## src/rtl/sram_march_bist_ctrl_if.sv

```systemverilog
// Bus between the March C- BIST sequencer and its SRAM macro / chip test controller.
// The master side is the sequencer; the slave side is the macro plus the test controller.
interface sram_march_bist_ctrl_if #(
  parameter int ADDR_WIDTH    = 9,
  parameter int DATA_WIDTH    = 64,
  parameter int ERR_CNT_WIDTH = 8
) ();
  logic                     START;
  logic                     BUSY;
  logic                     DONE;
  logic                     FAIL;
  logic [ADDR_WIDTH-1:0]    FAIL_ADDR;
  logic [2:0]               FAIL_ELEM;
  logic [ERR_CNT_WIDTH-1:0] ERR_CNT;
  logic                     A_BIST_EN;
  logic                     A_BIST_MEN;
  logic                     A_BIST_WEN;
  logic                     A_BIST_REN;
  logic [ADDR_WIDTH-1:0]    A_BIST_ADDR;
  logic [DATA_WIDTH-1:0]    A_BIST_DIN;
  logic [DATA_WIDTH-1:0]    A_BIST_BM;
  logic [DATA_WIDTH-1:0]    A_DOUT;

  modport master (
    input  START, A_DOUT,
    output BUSY, DONE, FAIL, FAIL_ADDR, FAIL_ELEM, ERR_CNT,
           A_BIST_EN, A_BIST_MEN, A_BIST_WEN, A_BIST_REN,
           A_BIST_ADDR, A_BIST_DIN, A_BIST_BM
  );

  modport slave (
    output START, A_DOUT,
    input  BUSY, DONE, FAIL, FAIL_ADDR, FAIL_ELEM, ERR_CNT,
           A_BIST_EN, A_BIST_MEN, A_BIST_WEN, A_BIST_REN,
           A_BIST_ADDR, A_BIST_DIN, A_BIST_BM
  );
endinterface

```

## src/rtl/sram_march_bist_ctrl.sv

```systemverilog
// March C- BIST sequencer: issues one SRAM operation per cycle over six March elements,
// compares each read one cycle later and records first-failure address/element plus a saturating count.
module sram_march_bist_ctrl #(
  parameter int ADDR_WIDTH    = 9,
  parameter int DATA_WIDTH    = 64,
  parameter int ERR_CNT_WIDTH = 8
) (
  input  logic                          A_CLK,
  input  logic                          A_RST,
  sram_march_bist_ctrl_if.master        bus
);

  localparam logic [1:0] S_IDLE  = 2'd0;
  localparam logic [1:0] S_RUN   = 2'd1;
  localparam logic [1:0] S_DRAIN = 2'd2;
  localparam logic [1:0] S_DONE  = 2'd3;

  localparam logic [2:0] M0 = 3'd0;
  localparam logic [2:0] M1 = 3'd1;
  localparam logic [2:0] M2 = 3'd2;
  localparam logic [2:0] M3 = 3'd3;
  localparam logic [2:0] M4 = 3'd4;
  localparam logic [2:0] M5 = 3'd5;

  localparam logic [ADDR_WIDTH-1:0]    ADDR_LO  = {ADDR_WIDTH{1'b0}};
  localparam logic [ADDR_WIDTH-1:0]    ADDR_HI  = {ADDR_WIDTH{1'b1}};
  localparam logic [ADDR_WIDTH-1:0]    ADDR_ONE = {{(ADDR_WIDTH-1){1'b0}}, 1'b1};
  localparam logic [ERR_CNT_WIDTH-1:0] ERR_MAX  = {ERR_CNT_WIDTH{1'b1}};
  localparam logic [ERR_CNT_WIDTH-1:0] ERR_ONE  = {{(ERR_CNT_WIDTH-1){1'b0}}, 1'b1};

  // Element M0 writes only, M5 reads only; M1..M4 read in phase 0 and write in phase 1.
  function automatic logic op_is_write(input logic [2:0] elem, input logic phase);
    logic w;
    case (elem)
      M0:                 w = 1'b1;
      M1, M2, M3, M4:     w = phase;
      M5:                 w = 1'b0;
      default:            w = 1'b0;
    endcase
    return w;
  endfunction

  function automatic logic wr_pattern(input logic [2:0] elem);
    logic p;
    case (elem)
      M1, M3:  p = 1'b1;
      default: p = 1'b0;
    endcase
    return p;
  endfunction

  function automatic logic rd_pattern(input logic [2:0] elem);
    logic p;
    case (elem)
      M2, M4:  p = 1'b1;
      default: p = 1'b0;
    endcase
    return p;
  endfunction

  function automatic logic elem_is_down(input logic [2:0] elem);
    return (elem >= M3);
  endfunction

  logic [1:0]               state_q, state_d;
  logic [2:0]               elem_q, elem_d;
  logic [ADDR_WIDTH-1:0]    addr_q, addr_d;
  logic                     phase_q, phase_d;
  logic                     start_ok_s;
  logic                     issue_s;
  logic                     wr_s;
  logic                     last_op_s;
  logic                     two_op_s;
  logic [ADDR_WIDTH-1:0]    term_s;
  logic [2:0]               elem_nx_s;

  logic                     en_q, en_d;
  logic                     done_q, done_d;
  logic                     men_q, men_d;
  logic                     wen_q, wen_d;
  logic                     ren_q, ren_d;
  logic                     din_q, din_d;
  logic [ADDR_WIDTH-1:0]    op_addr_q, op_addr_d;

  logic                     cmp_vld_q, cmp_vld_d;
  logic                     cmp_exp_q, cmp_exp_d;
  logic [ADDR_WIDTH-1:0]    cmp_addr_q, cmp_addr_d;
  logic [2:0]               cmp_elem_q, cmp_elem_d;
  logic                     mismatch_s;

  logic                     fail_q, fail_d;
  logic [ADDR_WIDTH-1:0]    fail_addr_q, fail_addr_d;
  logic [2:0]               fail_elem_q, fail_elem_d;
  logic [ERR_CNT_WIDTH-1:0] err_q, err_d;

  assign last_op_s = (elem_q == M5) && (addr_q == ADDR_LO);
  assign two_op_s  = (elem_q != M0) && (elem_q != M5);
  assign term_s    = elem_is_down(elem_q) ? ADDR_LO : ADDR_HI;
  assign elem_nx_s = elem_q + 3'd1;

  // Sequencer: state transitions and the next operation to present
  always_comb begin
    state_d    = state_q;
    elem_d     = elem_q;
    addr_d     = addr_q;
    phase_d    = phase_q;
    start_ok_s = 1'b0;
    issue_s    = 1'b0;
    case (state_q)
      S_IDLE, S_DONE: begin
        if (bus.START) begin
          state_d    = S_RUN;
          start_ok_s = 1'b1;
          issue_s    = 1'b1;
          elem_d     = M0;
          addr_d     = ADDR_LO;
          phase_d    = 1'b0;
        end else begin
          state_d = state_q;
        end
      end
      S_RUN: begin
        if (last_op_s) begin
          state_d = S_DRAIN;
        end else begin
          issue_s = 1'b1;
          if (two_op_s && !phase_q) begin
            phase_d = 1'b1;
          end else begin
            phase_d = 1'b0;
            if (addr_q == term_s) begin
              // Down elements start at N-1, up elements at 0; no gap between elements.
              elem_d = elem_nx_s;
              addr_d = elem_is_down(elem_nx_s) ? ADDR_HI : ADDR_LO;
            end else if (elem_is_down(elem_q)) begin
              addr_d = addr_q - ADDR_ONE;
            end else begin
              addr_d = addr_q + ADDR_ONE;
            end
          end
        end
      end
      S_DRAIN: state_d = S_DONE;
      default: state_d = S_IDLE;
    endcase
  end

  assign wr_s = op_is_write(elem_d, phase_d);

  // Registered SRAM strobes and status flags derived from the next state/operation
  always_comb begin
    en_d      = (state_d == S_RUN) || (state_d == S_DRAIN);
    done_d    = (state_d == S_DONE);
    men_d     = issue_s;
    wen_d     = issue_s && wr_s;
    ren_d     = issue_s && !wr_s;
    din_d     = issue_s && wr_s && wr_pattern(elem_d);
    op_addr_d = issue_s ? addr_d : ADDR_LO;
  end

  // Read-compare pipeline: capture expectation when the SRAM samples the read
  always_comb begin
    cmp_vld_d  = ren_q;
    cmp_exp_d  = rd_pattern(elem_q);
    cmp_addr_d = addr_q;
    cmp_elem_d = elem_q;
  end

  assign mismatch_s = cmp_vld_q && (bus.A_DOUT != {DATA_WIDTH{cmp_exp_q}});

  // Status: cleared on an accepted start, otherwise first-failure capture and saturating count
  always_comb begin
    fail_d      = fail_q;
    fail_addr_d = fail_addr_q;
    fail_elem_d = fail_elem_q;
    err_d       = err_q;
    if (start_ok_s) begin
      fail_d      = 1'b0;
      fail_addr_d = ADDR_LO;
      fail_elem_d = 3'd0;
      err_d       = {ERR_CNT_WIDTH{1'b0}};
    end else if (mismatch_s) begin
      err_d = (err_q == ERR_MAX) ? ERR_MAX : err_q + ERR_ONE;
      if (!fail_q) begin
        fail_d      = 1'b1;
        fail_addr_d = cmp_addr_q;
        fail_elem_d = cmp_elem_q;
      end else begin
        fail_d = fail_q;
      end
    end else begin
      err_d = err_q;
    end
  end

  // State, operation and status registers with synchronous reset
  always_ff @(posedge A_CLK) begin
    if (A_RST) begin
      state_q     <= S_IDLE;
      elem_q      <= M0;
      addr_q      <= ADDR_LO;
      phase_q     <= 1'b0;
      en_q        <= 1'b0;
      done_q      <= 1'b0;
      men_q       <= 1'b0;
      wen_q       <= 1'b0;
      ren_q       <= 1'b0;
      din_q       <= 1'b0;
      op_addr_q   <= ADDR_LO;
      cmp_vld_q   <= 1'b0;
      cmp_exp_q   <= 1'b0;
      cmp_addr_q  <= ADDR_LO;
      cmp_elem_q  <= 3'd0;
      fail_q      <= 1'b0;
      fail_addr_q <= ADDR_LO;
      fail_elem_q <= 3'd0;
      err_q       <= {ERR_CNT_WIDTH{1'b0}};
    end else begin
      state_q     <= state_d;
      elem_q      <= elem_d;
      addr_q      <= addr_d;
      phase_q     <= phase_d;
      en_q        <= en_d;
      done_q      <= done_d;
      men_q       <= men_d;
      wen_q       <= wen_d;
      ren_q       <= ren_d;
      din_q       <= din_d;
      op_addr_q   <= op_addr_d;
      cmp_vld_q   <= cmp_vld_d;
      cmp_exp_q   <= cmp_exp_d;
      cmp_addr_q  <= cmp_addr_d;
      cmp_elem_q  <= cmp_elem_d;
      fail_q      <= fail_d;
      fail_addr_q <= fail_addr_d;
      fail_elem_q <= fail_elem_d;
      err_q       <= err_d;
    end
  end

  assign bus.BUSY        = en_q;
  assign bus.DONE        = done_q;
  assign bus.FAIL        = fail_q;
  assign bus.FAIL_ADDR   = fail_addr_q;
  assign bus.FAIL_ELEM   = fail_elem_q;
  assign bus.ERR_CNT     = err_q;
  assign bus.A_BIST_EN   = en_q;
  assign bus.A_BIST_MEN  = men_q;
  assign bus.A_BIST_WEN  = wen_q;
  assign bus.A_BIST_REN  = ren_q;
  assign bus.A_BIST_ADDR = op_addr_q;
  assign bus.A_BIST_DIN  = {DATA_WIDTH{din_q}};
  assign bus.A_BIST_BM   = {DATA_WIDTH{en_q}};

endmodule

```

## src/flat_wrapper.sv

```systemverilog
// flat-port wrapper written by rule: the top's interface ports become plain ports
module sram_march_bist_ctrl_flat 
#(
  parameter int ADDR_WIDTH    = 9,
  parameter int DATA_WIDTH    = 64,
  parameter int ERR_CNT_WIDTH = 8
)
  (A_CLK, A_RST, bus_START, bus_A_DOUT, bus_BUSY, bus_DONE, bus_FAIL, bus_FAIL_ADDR, bus_FAIL_ELEM, bus_ERR_CNT, bus_A_BIST_EN, bus_A_BIST_MEN, bus_A_BIST_WEN, bus_A_BIST_REN, bus_A_BIST_ADDR, bus_A_BIST_DIN, bus_A_BIST_BM);
  sram_march_bist_ctrl_if #(.ADDR_WIDTH(ADDR_WIDTH), .DATA_WIDTH(DATA_WIDTH), .ERR_CNT_WIDTH(ERR_CNT_WIDTH)) bus_i ();
  input  logic A_CLK;
  input  logic A_RST;
  input wire logic [$bits(bus_i.START)-1:0] bus_START;
  input wire logic [$bits(bus_i.A_DOUT)-1:0] bus_A_DOUT;
  output wire logic [$bits(bus_i.BUSY)-1:0] bus_BUSY;
  output wire logic [$bits(bus_i.DONE)-1:0] bus_DONE;
  output wire logic [$bits(bus_i.FAIL)-1:0] bus_FAIL;
  output wire logic [$bits(bus_i.FAIL_ADDR)-1:0] bus_FAIL_ADDR;
  output wire logic [$bits(bus_i.FAIL_ELEM)-1:0] bus_FAIL_ELEM;
  output wire logic [$bits(bus_i.ERR_CNT)-1:0] bus_ERR_CNT;
  output wire logic [$bits(bus_i.A_BIST_EN)-1:0] bus_A_BIST_EN;
  output wire logic [$bits(bus_i.A_BIST_MEN)-1:0] bus_A_BIST_MEN;
  output wire logic [$bits(bus_i.A_BIST_WEN)-1:0] bus_A_BIST_WEN;
  output wire logic [$bits(bus_i.A_BIST_REN)-1:0] bus_A_BIST_REN;
  output wire logic [$bits(bus_i.A_BIST_ADDR)-1:0] bus_A_BIST_ADDR;
  output wire logic [$bits(bus_i.A_BIST_DIN)-1:0] bus_A_BIST_DIN;
  output wire logic [$bits(bus_i.A_BIST_BM)-1:0] bus_A_BIST_BM;
  assign bus_i.START = bus_START;
  assign bus_i.A_DOUT = bus_A_DOUT;
  assign bus_BUSY = bus_i.BUSY;
  assign bus_DONE = bus_i.DONE;
  assign bus_FAIL = bus_i.FAIL;
  assign bus_FAIL_ADDR = bus_i.FAIL_ADDR;
  assign bus_FAIL_ELEM = bus_i.FAIL_ELEM;
  assign bus_ERR_CNT = bus_i.ERR_CNT;
  assign bus_A_BIST_EN = bus_i.A_BIST_EN;
  assign bus_A_BIST_MEN = bus_i.A_BIST_MEN;
  assign bus_A_BIST_WEN = bus_i.A_BIST_WEN;
  assign bus_A_BIST_REN = bus_i.A_BIST_REN;
  assign bus_A_BIST_ADDR = bus_i.A_BIST_ADDR;
  assign bus_A_BIST_DIN = bus_i.A_BIST_DIN;
  assign bus_A_BIST_BM = bus_i.A_BIST_BM;
  sram_march_bist_ctrl #(.ADDR_WIDTH(ADDR_WIDTH), .DATA_WIDTH(DATA_WIDTH), .ERR_CNT_WIDTH(ERR_CNT_WIDTH)) u_core (.A_CLK(A_CLK), .A_RST(A_RST), .bus(bus_i));
endmodule
```

## config.mk

```make
export PLATFORM = sky130hd
export DESIGN_NAME = sram_march_bist_ctrl_flat
export DESIGN_NICKNAME = d
export VERILOG_FILES = /design/src/rtl/sram_march_bist_ctrl_if.sv /design/src/rtl/sram_march_bist_ctrl.sv /design/src/flat_wrapper.sv
export SDC_FILE = /design/constraint.sdc
export NUM_CORES = 1
export LEC_CHECK = 0
export ABC_AREA = 1
export CAP_MARGIN = 30
export CORE_MARGIN = 1.5
export CORE_UTILIZATION = 42
export DETAILED_ROUTE_END_ITERATION = 16
export HOLD_SLACK_MARGIN = 0.12
export PLACE_DENSITY_LB_ADDON = 0.1
export SYNTH_ARGS = -nofsm -noshare
export SYNTH_HDL_FRONTEND = slang
export SYNTH_SLANG_ARGS = --single-unit
```

## constraint.sdc

```tcl
create_clock -name A_CLK -period 2.6 [get_ports A_CLK]
set_input_delay 0.26 -clock A_CLK [delete_from_list [all_inputs] [get_ports A_CLK]]
set_output_delay 0.26 -clock A_CLK [all_outputs]
set_load 0.03 [all_outputs]
```

# Word-level counts from Yosys, hierarchy flattened
# Index checks and enable logic that the tools add are counted.
word_totals:
  register_bits: 65
  in_bits: 67
  elab_cells: 93
op_classes:
  add_sub_neg: 4
  n_lt_le_gt_ge: 2
  n_eq_ne: 17
  mux: 28
  bitwise_logic: 2
  reduce_logical: 21
op_table:
  columns: ["cell", "n"]
  rows:
  - ["$ne A64 B64 Y1", 1]
  - ["$mux W9", 7]
  - ["$pmux W9 S2", 1]
  - ["$mux W3", 4]
  - ["$reduce_or A2 Y1", 5]
  - ["$add A9 B1 Y9 const B", 1]
  - ["$eq A3 B2 Y1 const B", 3]
  - ["$eq A3 B3 Y1 const B", 3]
  - ["$eq A9 B9 Y1", 1]
  - ["$logic_not A9 Y1", 1]
  - ["$sub A9 B1 Y9 const B", 1]
  - ["$add A8 B1 Y8 const B", 1]
  - ["$eq A2 B2 Y1 const B", 4]
  - ["$eq A8 B8 Y1 const B", 1]
  - ["$mux W1", 8]
  - ["$mux W8", 1]
  - ["$logic_and A1 B1 Y1", 7]
  - ["$ge A3 B2 Y1 const B", 2]
  - ["$pmux W1 S2", 3]
  - ["$pmux W2 S3", 1]
  - ["$pmux W3 S2", 1]
  - ["$eq A2 B1 Y1 const B", 2]
  - ["$mux W2", 2]
  - ["$reduce_or A4 Y1", 1]
  - ["10 further kinds", 12]

# Logic depth before layout (Yosys ltp)
# Gate-level depths: netlist (run 1).
depth:
  ltp_word: 12
  mapped_depth: 18
  mapped_depth_nobuf: 18

# Least setup slack after synthesis (run 1)
# OpenSTA, ideal clock, no wires.
synth_path:
  path_type: "flip-flop to flip-flop"
  startpoint: "register u_core.elem_q[0] (netlist: u_core.cmp_elem_d[0])"
  endpoint: "register u_core.ren_q (netlist: u_core.bus.A_BIST_REN)"
  arrival_ns: 2.303
  slack_ns: 0.184
  path_stages_with_launch: 19
  n_path_buf: 0
  cell_sequence: "dfxtp_1 > ha_1 > ha_1 > nor2_2 > nand2_2 > ha_1 > nand2_1 > inv_2 > nand2_2 > nor2_4 > nand2_2 > nor2_4 > nand2_2 > o21ai_1 > nand2_1 > nand2_1 > nand3_2 > nand2_1 > nor2_1"
synth_via:
  elab_chain_len: 12
  word_cells_on_any_way: 29
  cone_classes: "add/sub (1); order compare (1); eq/ne (7); mux (12); reduce/logical (8)"
synth_lines:
  columns: ["element", "line", "source"]
  rows:
  - ["from (decl)", "sram_march_bist_ctrl.sv:66", "logic [2:0] elem_q, elem_d;"]
  - ["from (signal assigned)", "sram_march_bist_ctrl.sv:220", "elem_q <= elem_d;"]
  - ["$ge A3 B2 Y1", "sram_march_bist_ctrl.sv:62", "return (elem >= M3);"]
  - ["$mux W9", "sram_march_bist_ctrl.sv:98", "assign term_s = elem_is_down(elem_q) ? ADDR_LO : ADDR_HI;"]
  - ["$eq A9 B9 Y1", "sram_march_bist_ctrl.sv:131", "if (addr_q == term_s) begin"]
  - ["$mux W3", "sram_march_bist_ctrl.sv:131", null]
  - ["$mux W3", "sram_march_bist_ctrl.sv:127", "if (two_op_s && !phase_q) begin"]
  - ["$mux W3", "sram_march_bist_ctrl.sv:123", "if (last_op_s) begin"]
  - ["$pmux W3 S2", "sram_march_bist_ctrl.sv:109", "case (state_q)"]
  - ["$eq A3 B2 Y1 (tied with other cells)", "sram_march_bist_ctrl.sv:34", "case (elem)"]
  - ["$reduce_or A4 Y1", "sram_march_bist_ctrl.sv:34", null]
  - ["$pmux W1 S2", "sram_march_bist_ctrl.sv:34", null]
  - ["$logic_not A1 Y1", "sram_march_bist_ctrl.sv:156", "ren_d = issue_s && !wr_s;"]
  - ["$logic_and A1 B1 Y1 (*)", "sram_march_bist_ctrl.sv:156", null]
  - ["to (signal assigned)", "sram_march_bist_ctrl.sv:227", "ren_q <= ren_d;"]
  - ["to (decl)", "sram_march_bist_ctrl.sv:81", "logic ren_q, ren_d;"]
# Every way passes the cells marked *; elsewhere a longest branch is shown, timed or not.
# A chain may end at the register's enable or synchronous reset.

# Worst setup path in the final report (run 1)
layout_path:
  startpoint: "register u_core.elem_q[1] (netlist: u_core.cmp_elem_d[1])"
  endpoint: "register u_core.ren_q (netlist: u_core.bus.A_BIST_REN)"
# The elaborated chain is that of the path after synthesis.

==> run metrics, run 1 <==
CP max stage delay 0.34 ns; number of global-route vias before repair 3888; grt ovf 0; final WL roughly 14 mm; reg2reg start u_core.cmp_elem_d[1]; top-count cell post-synth buf_4; max layer used met4; Distinct cells, synth 44; most frequent cell on the critical path nand2_2; final slew viol count 0; Synth Register Bits 65; Hold Slack roughly 0.45 ns; clock sinks between 60 and 70; slack of the critical path -0.06038 ns; worst-path cell chain ha_4, ha_4, nor2_4, nand2_4, ha_4, nand2_1, inv_2, nand2_2, nor2_4, nand2_2, nor2_4, nand3_2, nand2_1, nand2_2, nand2_2, nand3_2, nand2_1, nor2_1; failing checks setup timing; CP delay by family, top simple AND/OR/NAND/NOR gates; Mapped Area 4751 um^2; clock root buffer master clkbuf_16; Final Util 0.6259; Synth area leaders dfxtp_1 (27%), buf_4 (21%), nand2_1 (8.6%); drt first pass iters 4; flop2flop setup slack -0.06 ns; Fmax ~0.38 GHz; area of the multi-input gates 2242 um^2; post-route clock period utilization 1.023; Post-Syn Nets 763; Worst Hold End u_core.cmp_vld_q; WS Path Type flop to flop; fillcell total 951; Layout Area Growth over Synthesis 44.06%; Final ANT Viol Nets 0; power density cells 485.0 nW/um^2; Pleak 2.688 nW; first-pass GRT wire length 19.84 mm; RSZ-0062 raised after global routing yes; GPL Wtd Cong approximately 0.93; Worst-Skew Late Latency 0.33 ns; DRC 0; Met2 Wirelength 6.874 mm; top cell type's share of synthesized area 0.2739; Tmin final ~2.7 ns; final net count 880; cell taking the most area after synthesis dfxtp_1; Slew HR 0.6101; Longest Clk Path Bufs 2; yosys warns 0; ratio of cells with drive above 1 in the final layout 0.1261; Crit Reg-Reg Endpoint u_core.bus.A_BIST_REN; Levels on crit path 18; Post-Syn Instances 679; max-cap violations 0; DR vias 4390; EDFF count, synth 0; initial antenna violation count 0; num rows 38; crit-path max FO 7; Reg2Reg Depth 18; CTS tree done; Initial Utilization 0.4344; worst hold path depth 2; clk_skew 0.007951 ns; cts hold-fix bufs 0; core box area between 10000 and 15000 um^2; worst hold path type flop to flop; Post-synth top cells buf_4 (131), nand2_1 (109), inv_1 (73); Mean Syn Cell Area 6.997 um^2; die width approximately 110 um; Most used DFF post-synth dfxtp_1; final setup violation count 3; wire length on met1 5.782 mm; register area approximately 1300 um^2; Critical Path RT 2.82 ns; met3 wire length 743 um; sequential cell area fraction in the yosys report 0.2739; Reg clk slew, reported paths 0.05 ns; total CTS buffers 9; Via density 4.665; DP HPWL 10.61 mm; CP max stage cell dfxtp_2; Slew @ Worst Pin 0.5841 ns; gr usage total 0.2163; routed wire length per instance 14.45 um; total negative setup slack -0.1203 ns; die area 11960 um^2; # port buffers 230; DRT iter0 DRCs ~190; worst hold start u_core.bus.A_BIST_REN; status finished with violations; crit end category flop; startpoint types flop; H-tree depth 3; final hold vios 0; # IOs 231; worst ir drop on vdd 0.0004491 V; Worst EP arrival 2.88 ns; pin count of the biggest net entering global routing between 60 and 70; Buf+Inv Stages, Crit Path 1; FFs w/ async S/R, synth 0; Die Y 109.4 um; n_diodes 0
-- through the flow --
step	cells	power, W	instance area, um^2	worst slack (ns)
2_1_floorplan	679	0.001696	4751	0.1842
3_3_place_gp	922	0.001931	6286	0.06531
3_5_place_dp	922	0.001939	6286	-0.01282
4_1_cts	938	0.003335	6644	0.02637
5_1_grt	941	0.003424	6844	-0.1694
6_report	941	0.003320	6844	-0.06038
-- cell type report --
cell class,instances,area share
Sequential cell,65,0.1910
Tap cell,140,0.02559
Clock buffer,11,0.03547
Clock inverter,5,0.01499
Inverter,91,0.05027
Multi-Input combinational cell,382,0.3276
Timing Repair Buffer,247,0.3550
-- metal layers --
metal	vias up	global-route usage
li1	2258	-
met1	1959	0.2597
met2	155	0.3878
met3	18	0.04090
met4	0	0.06679
met5	-	0
-- logic make-up (layout without fill, tap and decap cells) --
group | Yosys count | count (layout) | share of synthesized area
compound gates | 56 | 56 | 0.07243
xor+xnor | 7 | 7 | 0.01291
fa+ha+maj | 17 | 17 | 0.04635
buf+inv | 233 | 354 | 0.2950
flops | 65 | 65 | 0.2739
simple gates | 301 | 302 | 0.2995
-- worst register-to-register path, cell delays in order, from the launching register on --
cell,delay (ns)
dfxtp_2,0.34
ha_4,0.17
ha_4,0.16
nor2_4,0.18
nand2_4,0.15
ha_4,0.31
nand2_1,0.06
inv_2,0.07
nand2_2,0.07
nor2_4,0.10
nand2_2,0.08
nor2_4,0.26
nand3_2,0.10
nand2_1,0.08
nand2_2,0.07
nand2_2,0.10
nand3_2,0.11
nand2_1,0.10
nor2_1,0.04
-- worst max-delay path by stage --
| stage | from | end | slack [ns] |
|---|---|---|---|
| 2_1_floorplan | u_core.cmp_elem_d[0] | u_core.bus.A_BIST_REN | 0.18 |
| 6_report | u_core.cmp_elem_d[1] | u_core.bus.A_BIST_REN | -0.06 |
| 5_1_grt | u_core.cmp_elem_d[1] | u_core.bus.A_BIST_REN | -0.17 |
| 3_5_place_dp | u_core.cmp_elem_d[1] | u_core.bus.A_BIST_ADDR[7] | -0.01 |
| 3_3_place_gp | u_core.cmp_elem_d[1] | u_core.bus.A_BIST_REN | 0.07 |
| 4_1_cts | u_core.cmp_elem_d[1] | u_core.bus.A_BIST_ADDR[7] | 0.03 |
-- registers in the layout, indices dropped and copies added (netlist names), 3 cells and up --
register and flops:
u_core.bus.A_BIST_ADDR 9, u_core.cmp_addr_q 9, u_core.bus.FAIL_ADDR 9, u_core.addr_q 9
u_core.bus.ERR_CNT 8, u_core.cmp_elem_q 3, u_core.cmp_elem_d 3, u_core.bus.FAIL_ELEM 3
-- timing repair --
action / in CTS / in global routing
gates cloned: 0 / 1
setup endpoints to repair: 4 / 22
gates resized for setup: 1 / 28
pin swaps: 0 / 9
buffers inserted: 0 / 2
-- placed cells by master, fill, tap and decap left out, drive strengths merged, types with 2 or more instances in the layout --
| cell | Yosys | final |
|---|---|---|
| a21o | 2 | 2 |
| a21oi | 28 | 28 |
| and3 | 3 | 3 |
| buf | 135 | 17 |
| bufinv | 0 | 3 |
| clkbuf | 7 | 11 |
| clkdlybuf4s50 | 0 | 230 |
| clkinv | 11 | 12 |
| dfxtp | 65 | 65 |
| ha | 16 | 16 |
| inv | 80 | 80 |
| nand2 | 124 | 125 |
| nand3 | 46 | 46 |
| nand4 | 27 | 27 |
| nor2 | 76 | 76 |
| nor3 | 16 | 16 |
| o21ai | 17 | 17 |
| o21bai | 2 | 2 |
| o31ai | 4 | 4 |
| or2 | 5 | 5 |
| xnor2 | 3 | 3 |
| xor2 | 4 | 4 |
-- where the power goes --
| part | internal (W) | switching [W] |
|---|---|---|
| sequential | 0.00101 | 0.00000994 |
| clock | 0.000961 | 0.000437 |
| combinational | 0.000373 | 0.000528 |
No activity file was read; power rests on OpenSTA's default activity.
==> run 2: changes to the inputs <==
CTS_BUF_LIST = sky130_fd_sc_hd__clkbuf_4   (was unset)
==> run 2 against run 1 <==
The flow now finishes without violations. Worst setup slack improved by 0.073 ns. Combinational power barely moved. Clock power fell by 38%. First-iteration DRC count rose by 9.8%. Register-to-register slack improved by 0.07 ns. Critical path depth fell by 2. Global-route usage fell by 0.16 points. Core utilization fell by 1.4 points. Largest power group is now registers.
==> run metrics, run 2 (synthesized netlist as in run 1, its figures left out) <==
GPL Wtd Cong 0.9258 (unchanged); final WL 13.38 mm (was 13.60 mm); Final Instance Count excl. Fillers 942 (was 941); DRC 0 (unchanged); Layout Area Growth over Synthesis 40.74% (was 44.06%); DP HPWL 10.61 mm (unchanged); gr usage total 0.2147 (was 0.2163); NetSw 0.0009147 W (was 0.0009747 W); H-tree depth 3 (unchanged); first-pass GRT wire length 19.69 mm (was 19.84 mm); final hold vios 0 (unchanged); Critical Path RT 2.91 ns (was 2.82 ns); Reg clk slew, reported paths 0.11 ns (was 0.05 ns); Hold Slack 0.4668 ns (was 0.4538 ns); RSZ-0062 raised after global routing yes (unchanged); clk_skew 0.01526 ns (was 0.007951 ns); total CTS buffers 9 (unchanged); clock sinks 65 (unchanged); clock power share 0.312 (was 0.421); Worst-Skew Late Latency 0.42 ns (was 0.33 ns); initial antenna violation count 0 (unchanged); WS Path Type flop to flop (unchanged); Flop pwr share 0.365 (was 0.308); Net Sw Frac 0.3281 (was 0.2936); power density cells 417.0 nW/um^2 (was 485.0 nW/um^2); die width 109.4 um (unchanged); pin count of the biggest net entering global routing 67 (unchanged); Initial Utilization 0.4344 (unchanged); CP delay by family, top simple AND/OR/NAND/NOR gates (unchanged); # IOs 231 (unchanged); number of global-route vias before repair 3821 (was 3888); die area 11960 um^2 (unchanged); Via density 4.658 (was 4.665); # port buffers 230 (unchanged); drt first pass iters 5 (was 4); routed wire length per instance 14.21 um (was 14.45 um); grt ovf 0 (unchanged); final slew viol count 0 (unchanged); core box area 10940 um^2 (unchanged); worst hold start u_core.bus.A_BIST_REN (unchanged); CP Launch Point u_core.cmp_elem_d[1] (unchanged); DRT iter0 DRCs 213 (was 194); commonest non-fill, non-tap cells in the layout clkdlybuf4s50_1 (230), nand2_1 (105), inv_1 (73) (was clkdlybuf4s50_1 (230), nand2_1 (107), inv_1 (73)); startpoint types flop (unchanged); crit end category flop (unchanged); worst hold path type flop to flop (unchanged); DP Worst Slack -0.01282 ns (unchanged); Slew @ Worst Pin 0.5985 ns (was 0.5841 ns); num rows 38 (unchanged); reg2reg start u_core.cmp_elem_d[1] (unchanged); clock root buffer master clkbuf_4 (was clkbuf_16); Longest Clk Path Bufs 2 (unchanged); Buf+Inv Stages, Crit Path 2 (was 1); Worst EP arrival 2.90 ns (was 2.88 ns); Pleak 2.623 nW (was 2.688 nW); Fmax 0.3864 GHz (was 0.3759 GHz); ratio of cells with drive above 1 in the final layout 0.1272 (was 0.1261); total negative setup slack 0 ns (was -0.1203 ns); status finished, final reports clean (was finished with violations); final net count 881 (was 880); Tmin final 2.588 ns (was 2.660 ns); CTS tree done (unchanged); CP max stage cell dfxtp_4 (was dfxtp_2); Placed Cells incl. Taps 922 (unchanged); slack of the critical path 0.01221 ns (was -0.06038 ns); Final Util 0.6114 (was 0.6259); DR vias 4388 (was 4390); Combinational Power Share 0.323 (was 0.271); CP max stage delay 0.38 ns (was 0.34 ns); Final ANT Viol Nets 0 (unchanged); crit-path max FO 7 (unchanged); final setup violation count 0 (was 3); Slew HR 0.6005 (was 0.6101); Die Y 109.4 um (unchanged); max-cap violations 0 (unchanged); worst-path cell chain ha_4, ha_4, nor2_4, nand2_4, ha_4, nand2_2, inv_2, nand2_2, nor2_4, nand2_2, nor2_4, buf_4, nand3_4, nand3_4, o21bai_4, a21oi_1 (was ha_4, ha_4, nor2_4, nand2_4, ha_4, nand2_1, inv_2, nand2_2, nor2_4, nand2_2, nor2_4, nand3_2, nand2_1, nand2_2, nand2_2, nand3_2, nand2_1, nor2_1); post-route clock period utilization 0.9953 (was 1.023); n_diodes 0 (unchanged); internal power 0.001874 W (was 0.002345 W); worst ir drop on vdd 0.0003516 V (was 0.0004491 V); commonest non-fill, non-tap cell in the layout clkdlybuf4s50_1 (unchanged)
## run 2: cell types whose count changed in the layout (fill, tap and decap cells not counted), sizes merged
cell	change
buf	+1
clkbuf	-1
clkinv	+1
## run 2: repair_timing
action | CTS | global route
cloned | 0 | 1
resized for setup | 1 | 29
setup buffers | 0 | 3
pin swaps | 0 | 9
endpoints found under the setup margin | 5 | 22
hold buffers | 0 | 0
## run 2: power groups by stage
| stage | sequential, W | clock [W] | combinational [W] |
|---|---|---|---|
| 2_1_floorplan | 0.00108 | 0 | 0.000615 |
| 3_5_place_dp | 0.00104 | 0 | 0.000898 |
| 6_report | 0.00102 | 0.000870 | 0.000900 |
| 5_1_grt | 0.00102 | 0.000924 | 0.000951 |
| 3_3_place_gp | 0.00104 | 0 | 0.000889 |
| 4_1_cts | 0.00102 | 0.000885 | 0.000899 |
## run 2: metrics by stage
stage,power [W],instance area (um^2)
4_1_cts,0.002803,6480
5_1_grt,0.002896,6686
3_5_place_dp,0.001939,6286
3_3_place_gp,0.001931,6286
6_report,0.002788,6686
2_1_floorplan,0.001696,4751
## run 2: final cells by class
class	instances	area, um^2
clock buffer	10	75.07
clock inverter	6	106.4
fill	977	4249
inverter	91	344.1
multi-input combinational	382	2238
sequential	65	1310
tap	140	175.2
timing repair buffer	248	2437
## run 2: final timing paths
check / slack [ns] / depth (start not counted) / endpoint
worst min-delay path: 0.47 / 2 / u_core.cmp_vld_q
worst min register to register: 0.47 / 2 / u_core.cmp_vld_q
worst max-delay path: 0.01 / 16 / u_core.bus.A_BIST_ADDR[7]
worst max register to register: 0.01 / 16 / u_core.bus.A_BIST_ADDR[7]
## run 2: tightest hold or removal path, cell delays in order, from the launching register on
cell and delay (ns):
dfxtp_1 0.34, inv_1 0.06, nor2_1 0.03
## run 2: layer usage
layer	global-route usage	wire, um	up-vias
met5	0	0	-
met4	0.05566	159	0
met3	0.04801	833	20
met2	0.3807	6728	152
met1	0.2609	5661	1955
li1	-	-	2261
